===== config.mk =====
export PLATFORM = sky130hd
export DESIGN_NAME = elbeth_hazard_ctrl
export DESIGN_NICKNAME = d
export VERILOG_FILES = /design/src/rtl/elbeth_hazard_ctrl.sv
export SDC_FILE = /design/constraint.sdc
export NUM_CORES = 1
export LEC_CHECK = 0
export ABC_CLOCK_PERIOD_IN_PS = 4810
export BUFFER_PORTS_ARGS = -buffer_cell sky130_fd_sc_hd__buf_2
export CAP_MARGIN = 20
export CORE_MARGIN = 8
export CORE_UTILIZATION = 55
export DETAILED_ROUTE_END_ITERATION = 16
export GPL_TIMING_DRIVEN = 0
export PLACE_DENSITY = 0.89
export SLEW_MARGIN = 20
export SYNTH_ARGS = -nofsm -noshare
export SYNTH_HDL_FRONTEND = slang
export SYNTH_SLANG_ARGS = --single-unit

===== constraint.sdc =====
create_clock -name clk -period 4.81 [get_ports clk]
set_clock_uncertainty 0.2 [all_clocks]
set_input_delay 0.962 -clock clk [delete_from_list [all_inputs] [get_ports clk]]
set_output_delay 0.962 -clock clk [all_outputs]
set_load 0.005 [all_outputs]

===== src/rtl/elbeth_hazard_ctrl.sv =====
// elbeth_hazard_ctrl: stall/flush sequencing for the ELBETH five-stage pipeline.
// Resolves data-memory wait, EX exception, taken branch, load-use and
// instruction-memory wait by fixed priority. Tracks multi-cycle data-memory
// waits with a timeout watchdog and a one-cycle trap drain, and keeps a
// saturating count of PC-stall cycles.
module elbeth_hazard_ctrl #(
   parameter int unsigned MEM_TIMEOUT = 255,
   parameter int unsigned CNT_W       = 16
) (
   input  logic             clk,
   input  logic             rst,
   input  logic             if_imem_ready,
   input  logic             mem_dmem_req,
   input  logic             mem_dmem_ready,
   input  logic [4:0]       id_rs1_addr,
   input  logic [4:0]       id_rs2_addr,
   input  logic             id_uses_rs1,
   input  logic             id_uses_rs2,
   input  logic             ex_mem_read,
   input  logic [4:0]       ex_rd_addr,
   input  logic             ex_branch_taken,
   input  logic             ex_exception,
   output logic             ctrl_pc_stall,
   output logic             ctrl_if_id_stall,
   output logic             ctrl_id_ex_stall,
   output logic             ctrl_ex_mem_stall,
   output logic             ctrl_if_id_flush,
   output logic             ctrl_id_ex_flush,
   output logic             ctrl_ex_mem_flush,
   output logic             ctrl_mem_wb_flush,
   output logic             ctrl_exc_req,
   output logic             ctrl_bus_error,
   output logic [1:0]       ctrl_state,
   output logic [CNT_W-1:0] ctrl_stall_cycles
);

   typedef enum logic [1:0] {
      ST_RUN      = 2'd0,
      ST_MEM_WAIT = 2'd1,
      ST_TRAP     = 2'd2,
      ST_UNUSED   = 2'd3
   } state_t;

   localparam logic [7:0] TIMEOUT_VAL = 8'(MEM_TIMEOUT);

   state_t           r_state;
   logic [7:0]       r_wait_cnt;
   logic [CNT_W-1:0] r_stall_cnt;

   logic       w_dmem_wait;
   logic       w_rs1_hit;
   logic       w_rs2_hit;
   logic       w_load_use;

   state_t     w_next_state;
   logic [7:0] w_wait_next;
   logic       w_pc_st;
   logic       w_if_id_st;
   logic       w_id_ex_st;
   logic       w_ex_mem_st;
   logic       w_if_id_fl;
   logic       w_id_ex_fl;
   logic       w_ex_mem_fl;
   logic       w_mem_wb_fl;
   logic       w_exc;
   logic       w_berr;

   // Hazard detection terms evaluated every cycle regardless of state.
   always_comb begin
      w_dmem_wait = mem_dmem_req && !mem_dmem_ready;
      w_rs1_hit   = id_uses_rs1 && (id_rs1_addr == ex_rd_addr);
      w_rs2_hit   = id_uses_rs2 && (id_rs2_addr == ex_rd_addr);
      w_load_use  = ex_mem_read && (ex_rd_addr != 5'd0) && (w_rs1_hit || w_rs2_hit);
   end

   // Priority resolution of hazards and next-state / wait-counter selection.
   always_comb begin
      w_next_state = ST_RUN;
      w_wait_next  = r_wait_cnt;
      w_pc_st      = 1'b0;
      w_if_id_st   = 1'b0;
      w_id_ex_st   = 1'b0;
      w_ex_mem_st  = 1'b0;
      w_if_id_fl   = 1'b0;
      w_id_ex_fl   = 1'b0;
      w_ex_mem_fl  = 1'b0;
      w_mem_wb_fl  = 1'b0;
      w_exc        = 1'b0;
      w_berr       = 1'b0;

      case (r_state)
         ST_RUN: begin
            if (w_dmem_wait) begin
               w_pc_st      = 1'b1;
               w_if_id_st   = 1'b1;
               w_id_ex_st   = 1'b1;
               w_ex_mem_st  = 1'b1;
               w_mem_wb_fl  = 1'b1;
               w_next_state = ST_MEM_WAIT;
               w_wait_next  = 8'd1;
            end else if (ex_exception) begin
               w_exc        = 1'b1;
               w_if_id_fl   = 1'b1;
               w_id_ex_fl   = 1'b1;
               w_ex_mem_fl  = 1'b1;
               w_next_state = ST_TRAP;
            end else if (ex_branch_taken) begin
               w_if_id_fl   = 1'b1;
               w_id_ex_fl   = 1'b1;
            end else if (w_load_use) begin
               w_pc_st      = 1'b1;
               w_if_id_st   = 1'b1;
               w_id_ex_fl   = 1'b1;
            end else if (!if_imem_ready) begin
               w_pc_st      = 1'b1;
               w_if_id_fl   = 1'b1;
            end
         end

         ST_MEM_WAIT: begin
            // EX is frozen here, so exception/branch are picked up again in RUN.
            if (mem_dmem_ready) begin
               w_next_state = ST_RUN;
            end else if (r_wait_cnt == TIMEOUT_VAL) begin
               w_berr       = 1'b1;
               w_exc        = 1'b1;
               w_if_id_fl   = 1'b1;
               w_id_ex_fl   = 1'b1;
               w_ex_mem_fl  = 1'b1;
               w_mem_wb_fl  = 1'b1;
               w_next_state = ST_TRAP;
            end else begin
               w_pc_st      = 1'b1;
               w_if_id_st   = 1'b1;
               w_id_ex_st   = 1'b1;
               w_ex_mem_st  = 1'b1;
               w_mem_wb_fl  = 1'b1;
               w_wait_next  = r_wait_cnt + 8'd1;
               w_next_state = ST_MEM_WAIT;
            end
         end

         ST_TRAP: begin
            // Kill the fetch that was issued under the pre-trap PC.
            w_if_id_fl   = 1'b1;
            w_id_ex_fl   = 1'b1;
            w_wait_next  = 8'd0;
            w_next_state = ST_RUN;
         end

         default: begin
            w_next_state = ST_RUN;
         end
      endcase
   end

   // Reset forces a full flush with no stalls or pulses, independent of state.
   always_comb begin
      ctrl_pc_stall     = rst & w_pc_st;
      ctrl_if_id_stall  = rst & w_if_id_st;
      ctrl_id_ex_stall  = rst & w_id_ex_st;
      ctrl_ex_mem_stall = rst & w_ex_mem_st;
      ctrl_if_id_flush  = !rst | w_if_id_fl;
      ctrl_id_ex_flush  = !rst | w_id_ex_fl;
      ctrl_ex_mem_flush = !rst | w_ex_mem_fl;
      ctrl_mem_wb_flush = !rst | w_mem_wb_fl;
      ctrl_exc_req      = rst & w_exc;
      ctrl_bus_error    = rst & w_berr;
      ctrl_state        = rst ? r_state : 2'd0;
      ctrl_stall_cycles = r_stall_cnt;
   end

   // State, wait counter and saturating stall-cycle counter.
   always_ff @(posedge clk) begin
      if (!rst) begin
         r_state     <= ST_RUN;
         r_wait_cnt  <= '0;
         r_stall_cnt <= '0;
      end else begin
         r_state    <= w_next_state;
         r_wait_cnt <= w_wait_next;
         if (w_pc_st && (r_stall_cnt != '1)) begin
            r_stall_cnt <= r_stall_cnt + 1'b1;
         end
      end
   end

endmodule


; ---- After elaboration in Yosys (flattened, before gate mapping)
; Index checks and enable logic that the tools add are counted.
[word_totals]
register_bits = 26
inputBits = 25
wordCells = 78
[classes]
reduce_logical = 13
n_mux = 42
bitwise = 9
n_eq_ne = 9
addsub = 2
[op_table]
columns = operator, count
row1 = $mux 1, 25
row2 = $mux 8, 3
row3 = $pmux 8 s3, 1
row4 = $add 16x1->16 const B, 1
row5 = $ne 16x16->1 const B, 1
row6 = $eq 5x5->1, 2
row7 = $mux 2, 5
row8 = $pmux 1 s2, 5
row9 = $add 8x1->8 const B, 1
row10 = $eq 8x8->1 const B, 1
row11 = $logic_and 1x1->1, 6
row12 = $ne 2x2->1 const B, 3
row13 = $pmux 1 s3, 2
row14 = $and 1x1->1, 5
row15 = $reduce_bool 5->1, 1
row16 = $or 1x1->1, 4
row17 = $pmux 2 s2, 1
row18 = $reduce_and 4->1, 1
row19 = $reduce_bool 3->1, 1
row20 = $eq 2x1->1 const B, 1
row21 = $eq 2x2->1 const B, 1
row22 = $logic_not 1->1, 2
row23 = $logic_not 2->1, 1
row24 = $logic_or 1x1->1, 1

; ---- Depth between registers and ports, before layout
[logic_depth]
ltp_word = 10
depth_mapped = 11
ltp_nobuf = 8

; ---- Least setup slack after synthesis
; Ideal clock, no wire load.
[synth_timing]
path_type = input -> output
from = in ex_rd_addr[0]
to = out ctrl_pc_stall
path_slack_ns = 1.534
t_arrival_ns = 2.114
path_buffers = 0
cell_stages = 6
required_ns = 3.648
cell_sequence = or4_1 > o21a_1 > and2_1 > o21a_1 > nor2_1 > nor2_1
[synth_between]
elab_chain_len = 10
word_cells_on_any_way = 14
[synth_lines]
columns = element, line
row1 = "start, declared", 20  ; input logic [4:0] ex_rd_addr,
row2 = "$eq 5x5->1, on equally long branches", "71, 72"
row3 = "$logic_and 1x1->1, on equally long branches", "71, 72"
row4 = $logic_or 1x1->1, 73  ; w_load_use = ex_mem_read && (ex_rd_addr != 5'd0) && (w_rs1_hit || w_rs2_hit);
row5 = $logic_and 1x1->1 *, 73
row6 = $mux 1 *, 110  ; end else if (w_load_use) begin
row7 = $mux 1 *, 107  ; end else if (ex_branch_taken) begin
row8 = $mux 1 *, 101  ; end else if (ex_exception) begin
row9 = $mux 1 *, 93  ; if (w_dmem_wait) begin
row10 = $pmux 1 s2 *, 91  ; case (r_state)
row11 = $and 1x1->1 *, 159  ; ctrl_pc_stall = rst & w_pc_st;
row12 = "end, declared", 23  ; output logic ctrl_pc_stall,
; Every way passes the cells marked *; elsewhere a longest branch is shown, timed or not.

; ---- Worst setup path in the final report
; Ends and elaborated chain as after synthesis.

==> impl_metrics.sql <==
INSERT INTO impl_metrics (metric_group, metric, value, unit) VALUES
('clocking', 'htree_levels', '1', ''),
('power', 'p_int', '0.311', 'mW'),
('power', 'combPwrFrac', '21.9', '%'),
('route', 'drt_iter0_drc', '87', ''),
('floorplanning', 'core_region_area', '2980', 'um2'),
('clocking', 'cts_inserted_buffers', '3', ''),
('critical_path', 'cp.required', '3.65', 'ns'),
('status', 'status', 'completed', ''),
('yosys', 'synth.ff_latch_count', '26', ''),
('floorplanning', 'start_util', '56.5', '%'),
('layout', 'post_route_cells_drive_above_1_share', '27.7', '%'),
('route', 'drt_pass1_iterations', '4', ''),
('clocking', 'worst_setup_hold_path_clk_slew', '0.14', 'ns'),
('sta', 'final.setup.tns', '0', 'ns'),
('grt', 'grt_start_max_net_pins', '15', ''),
('layout', 'area_growth_syn_to_layout', '20.1', '%'),
('clocking', 'clockBufferDepth', '2', ''),
('clocking', 'clkSinkCount', '26', ''),
('yosys', 'synth-edff-count', '0', ''),
('clocking', 'post_cts.resized_instances', '0', ''),
('critical_path', 'rrSetupSlack', '2.27', 'ns'),
('sta', 'tightest_slew', '0.631', 'ns'),
('route', 'route.detailed.wl_per_inst', '13.8', 'um'),
('clocking', 'cts_setup_buffers', '0', ''),
('grt', 'track_usage', '16.8', '%'),
('place', 'portBuffers', '52', ''),
('power', 'swShare', '27.9', '%'),
('power', 'power.clock.fraction', '26.0', '%'),
('power', 'pwr-share-seq', '52.1', '%'),
('layout', 'num_antenna_cells', '0', ''),
('yosys', 'syn_avg_cell_area', '8.24', 'um2'),
('yosys', 'async_reset_ff_share', '0', '%'),
('sta', 'timing.hold.ws', '0.301', 'ns'),
('clocking', 'cts_root_buffer', 'sky130_fd_sc_hd__clkbuf_4', ''),
('yosys', 'syn_nets', '235', ''),
('critical_path', 'timing.setup.critical_path_class', 'input pin to output port', ''),
('floorplanning', 'io-pin-count', '53', ''),
('yosys', 'synth.lib_cells_used.distinct', '49', ''),
('critical_path', 'data_arrival_time_of_the_worst_path', '2.45', 'ns'),
('route', 'postRouteAntennaNets', '0', ''),
('sta', 'hold_viol', '0', ''),
('sta', 'final-setup-viol-count', '0', ''),
('floorplanning', 'dieArea', '5080', 'um2'),
('run', 'maxCapViolations', '0', ''),
('clocking', 'postCtsHoldBufs', '0', ''),
('sta', 'timing.final.max_slew_violations', '0', ''),
('critical_path', 'worstPathMaxFanout', '5', ''),
('power', 'power.density_cell_area', '214', 'nW/um2'),
('power', 'power_switching', '0.121', 'mW'),
('place', 'gp_congestion', '0.805', ''),
('yosys', 'synth_seq_area_share', '31.0', '%'),
('clocking', 'clk_latency', '0.32', 'ns'),
('yosys', 'mappedNetlistArea', '1680', 'um2'),
('sta', 'layout_worst_path_cycle_share', '75.1', '%'),
('clocking', 'cts_tree', 'built', ''),
('floorplanning', 'die_y', '71.3', 'um'),
('power', 'total_leakage_power', '0.817', 'nW'),
('min_path', 'timing.hold.worst_endpoint', 'ctrl_stall_cycles[9]', ''),
('floorplanning', 'floorplan.rows', '20', ''),
('layout', 'nets', '292', ''),
('critical_path', 'rr_endpoint', 'ctrl_stall_cycles[15]', ''),
('route', 'post_dr_vias_cell', '5.67', ''),
('min_path', 'hold-path-cell-count', '2', ''),
('grt', 'grt_first_pass_wirelength', '7.20', 'mm'),
('grt', 'grt_overflow_total', '0', ''),
('min_path', 'hold_path_class', 'register to register', ''),
('grt', 'antenna_found_initial', '0', ''),
('place', 'dp_hpwl', '3.28', 'mm'),
('power', 'peakVddDrop', '0.000125', 'V'),
('sta', 'maxClockFrequency', '0.277', 'GHz'),
('yosys', 'yosys_most_used_dff', 'sky130_fd_sc_hd__dfxtp_1', ''),
('sta', 'min_period', '3.61', 'ns'),
('critical_path', 'reg2reg_from', 'r_state[1]', ''),
('min_path', 'timing.hold.worst.start', 'ctrl_stall_cycles[9]', ''),
('critical_path', 'reg2reg_depth', '10', ''),
('route', 'drc_errors', '0', ''),
('yosys', 'synthesized_instance_count', '204', ''),
('yosys', 'yosys_warnings', '0', ''),
('grt', 'grt_pass1_vias', '1647', ''),
('route', 'detailroute.via_count', '1662', ''),
('sta', 'max_slew_margin', '57.5', '%'),
('sta', 'rsz0062_at_grt', 'false', ''),
('critical_path', 'endpoint_kind_of_the_worst_setup_timing_path', 'output port', ''),
('floorplanning', 'die_w', '71.3', 'um'),
('critical_path', 'critical_path.startpoint_type', 'input pin', ''),
('route', 'finalWirelength', '4.05', 'mm');
-- state kept, by name, summed over array words and instances, names as in the netlist --
| signal | count |
|---|---|
| ctrl_stall_cycles | 16 |
| r_wait_cnt | 8 |
| r_state | 2 |
-- per-stage QoR --
step           cell area [um2]  setup slack [ns]  instances  utilization (%)  power, mW
3_5_place_dp              1980              1.21        289             66.6      0.325
3_3_place_gp              1980              1.21        289             66.6      0.323
4_1_cts                   2020              1.20        293             67.8      0.437
5_1_grt                   2020              1.12        293             67.8      0.460
2_1_floorplan             1680              1.53        204                -      0.291
6_report                  2020              1.20        293             67.8      0.432
-- worst max path at each step --
stage | startpoint | to | cells after the start
6_report | ex_rd_addr[0] | ctrl_pc_stall | 8
5_1_grt | ex_rd_addr[0] | ctrl_pc_stall | 8
4_1_cts | ex_rd_addr[0] | ctrl_pc_stall | 8
3_3_place_gp | ex_rd_addr[0] | ctrl_pc_stall | 8
3_5_place_dp | ex_rd_addr[0] | ctrl_pc_stall | 8
2_1_floorplan | ex_rd_addr[0] | ctrl_pc_stall | 6
-- power groups by stage --
stage / sequential (mW) / clock (mW) / combinational (mW)
floorplan: 0.229 / 0 / 0.0616
detailed placement: 0.230 / 0 / 0.0950
finish: 0.225 / 0.112 / 0.0944
CTS: 0.225 / 0.116 / 0.0954
global route: 0.226 / 0.128 / 0.106
global placement: 0.230 / 0 / 0.0931
-- final cells by class --
type | count | area, um2
multi-input cells | 164 | 1070
fillers | 261 | 958
flip-flops and latches | 26 | 520
repair buffers | 52 | 260
plain buffers | 7 | 66.3
well taps | 33 | 41.3
clock buffers | 4 | 36.3
inverters | 7 | 26.3
-- critical path, stage by stage --
cell                     delay, ns
sky130_fd_sc_hd__buf_2        0.12
sky130_fd_sc_hd__or4_1        0.52
sky130_fd_sc_hd__o21a_1       0.20
sky130_fd_sc_hd__and2_1       0.18
sky130_fd_sc_hd__o21a_1       0.18
sky130_fd_sc_hd__nor2_1       0.09
sky130_fd_sc_hd__nor2_1       0.04
sky130_fd_sc_hd__buf_2        0.15
-- synthesized netlist by cell type, types with 2 or more instances --
cell	instances	area, um2
sky130_fd_sc_hd__a21boi_0	2	15.0
sky130_fd_sc_hd__a21oi_1	15	75.1
sky130_fd_sc_hd__and2_1	4	25.0
sky130_fd_sc_hd__and4_1	2	17.5
sky130_fd_sc_hd__clkbuf_1	2	7.51
sky130_fd_sc_hd__dfxtp_1	26	521
sky130_fd_sc_hd__ha_1	6	75.1
sky130_fd_sc_hd__inv_1	6	22.5
sky130_fd_sc_hd__mux2i_1	2	20.0
sky130_fd_sc_hd__nand2_1	17	63.8
sky130_fd_sc_hd__nand2b_1	2	12.5
sky130_fd_sc_hd__nand3_1	9	45.0
sky130_fd_sc_hd__nand4_1	4	25.0
sky130_fd_sc_hd__nand4_2	2	25.0
sky130_fd_sc_hd__nor2_1	20	75.1
sky130_fd_sc_hd__nor2b_1	2	12.5
sky130_fd_sc_hd__nor3_1	5	25.0
sky130_fd_sc_hd__nor3b_1	3	22.5
sky130_fd_sc_hd__nor4_1	2	12.5
sky130_fd_sc_hd__o21a_1	4	30.0
sky130_fd_sc_hd__o21ai_0	8	40.0
sky130_fd_sc_hd__o21ai_1	3	15.0
sky130_fd_sc_hd__o31ai_1	7	52.6
sky130_fd_sc_hd__or2_1	2	12.5
sky130_fd_sc_hd__or3_1	2	12.5
sky130_fd_sc_hd__or4_1	8	60.1
sky130_fd_sc_hd__xnor2_1	15	131
sky130_fd_sc_hd__xor2_1	3	26.3
-- cells by family (layout without fill, tap and decap cells) --
| logic type | after synthesis | after routing | share of synthesized area [%] |
|---|---|---|---|
| compound gates | 47 | 47 | 17.8 |
| xor+xnor | 18 | 18 | 9.38 |
| fa+ha+maj | 6 | 6 | 4.46 |
| buf+inv | 14 | 70 | 5.51 |
| flops | 26 | 26 | 31.0 |
| mux | 2 | 2 | 1.19 |
| simple gates | 91 | 91 | 30.7 |
-- per-layer routing --
metal	share of wire, %	up-vias	wire length (um)	GRT usage (%)
met5	0	-	0	0
met4	0.76	0	31	4.39
met3	5.3	4	215	4.04
met2	52	51	2110	31.2
met1	42	757	1690	18.3
li1	-	850	-	-
-- layout by cell type (no fill, tap or decap), types with 2 or more instances in the layout --
master / netlist / routed
sky130_fd_sc_hd__xor2_1: 3 / 3
sky130_fd_sc_hd__o21ai_0: 8 / 8
sky130_fd_sc_hd__nor4_1: 2 / 2
sky130_fd_sc_hd__nor3b_1: 3 / 3
sky130_fd_sc_hd__nand2b_1: 2 / 2
sky130_fd_sc_hd__a21boi_0: 2 / 2
sky130_fd_sc_hd__o21a_1: 4 / 4
sky130_fd_sc_hd__mux2i_1: 2 / 2
sky130_fd_sc_hd__nand4_2: 2 / 2
sky130_fd_sc_hd__or3_1: 2 / 2
sky130_fd_sc_hd__a21oi_1: 15 / 15
sky130_fd_sc_hd__or2_1: 2 / 2
sky130_fd_sc_hd__and2_1: 4 / 4
sky130_fd_sc_hd__dfxtp_1: 26 / 26
sky130_fd_sc_hd__and4_1: 2 / 2
sky130_fd_sc_hd__clkbuf_4: 0 / 3
sky130_fd_sc_hd__nor3_1: 5 / 5
sky130_fd_sc_hd__xnor2_1: 15 / 15
sky130_fd_sc_hd__inv_1: 6 / 6
sky130_fd_sc_hd__nand3_1: 9 / 9
sky130_fd_sc_hd__buf_2: 1 / 53
sky130_fd_sc_hd__clkbuf_1: 2 / 2
sky130_fd_sc_hd__ha_1: 6 / 6
sky130_fd_sc_hd__o31ai_1: 7 / 7
sky130_fd_sc_hd__nand4_1: 4 / 4
sky130_fd_sc_hd__or4_1: 8 / 8
sky130_fd_sc_hd__nor2_1: 20 / 20
sky130_fd_sc_hd__o21ai_1: 3 / 3
sky130_fd_sc_hd__nor2b_1: 2 / 2
sky130_fd_sc_hd__nand2_1: 17 / 17
(Power assumes the default switching activity.)
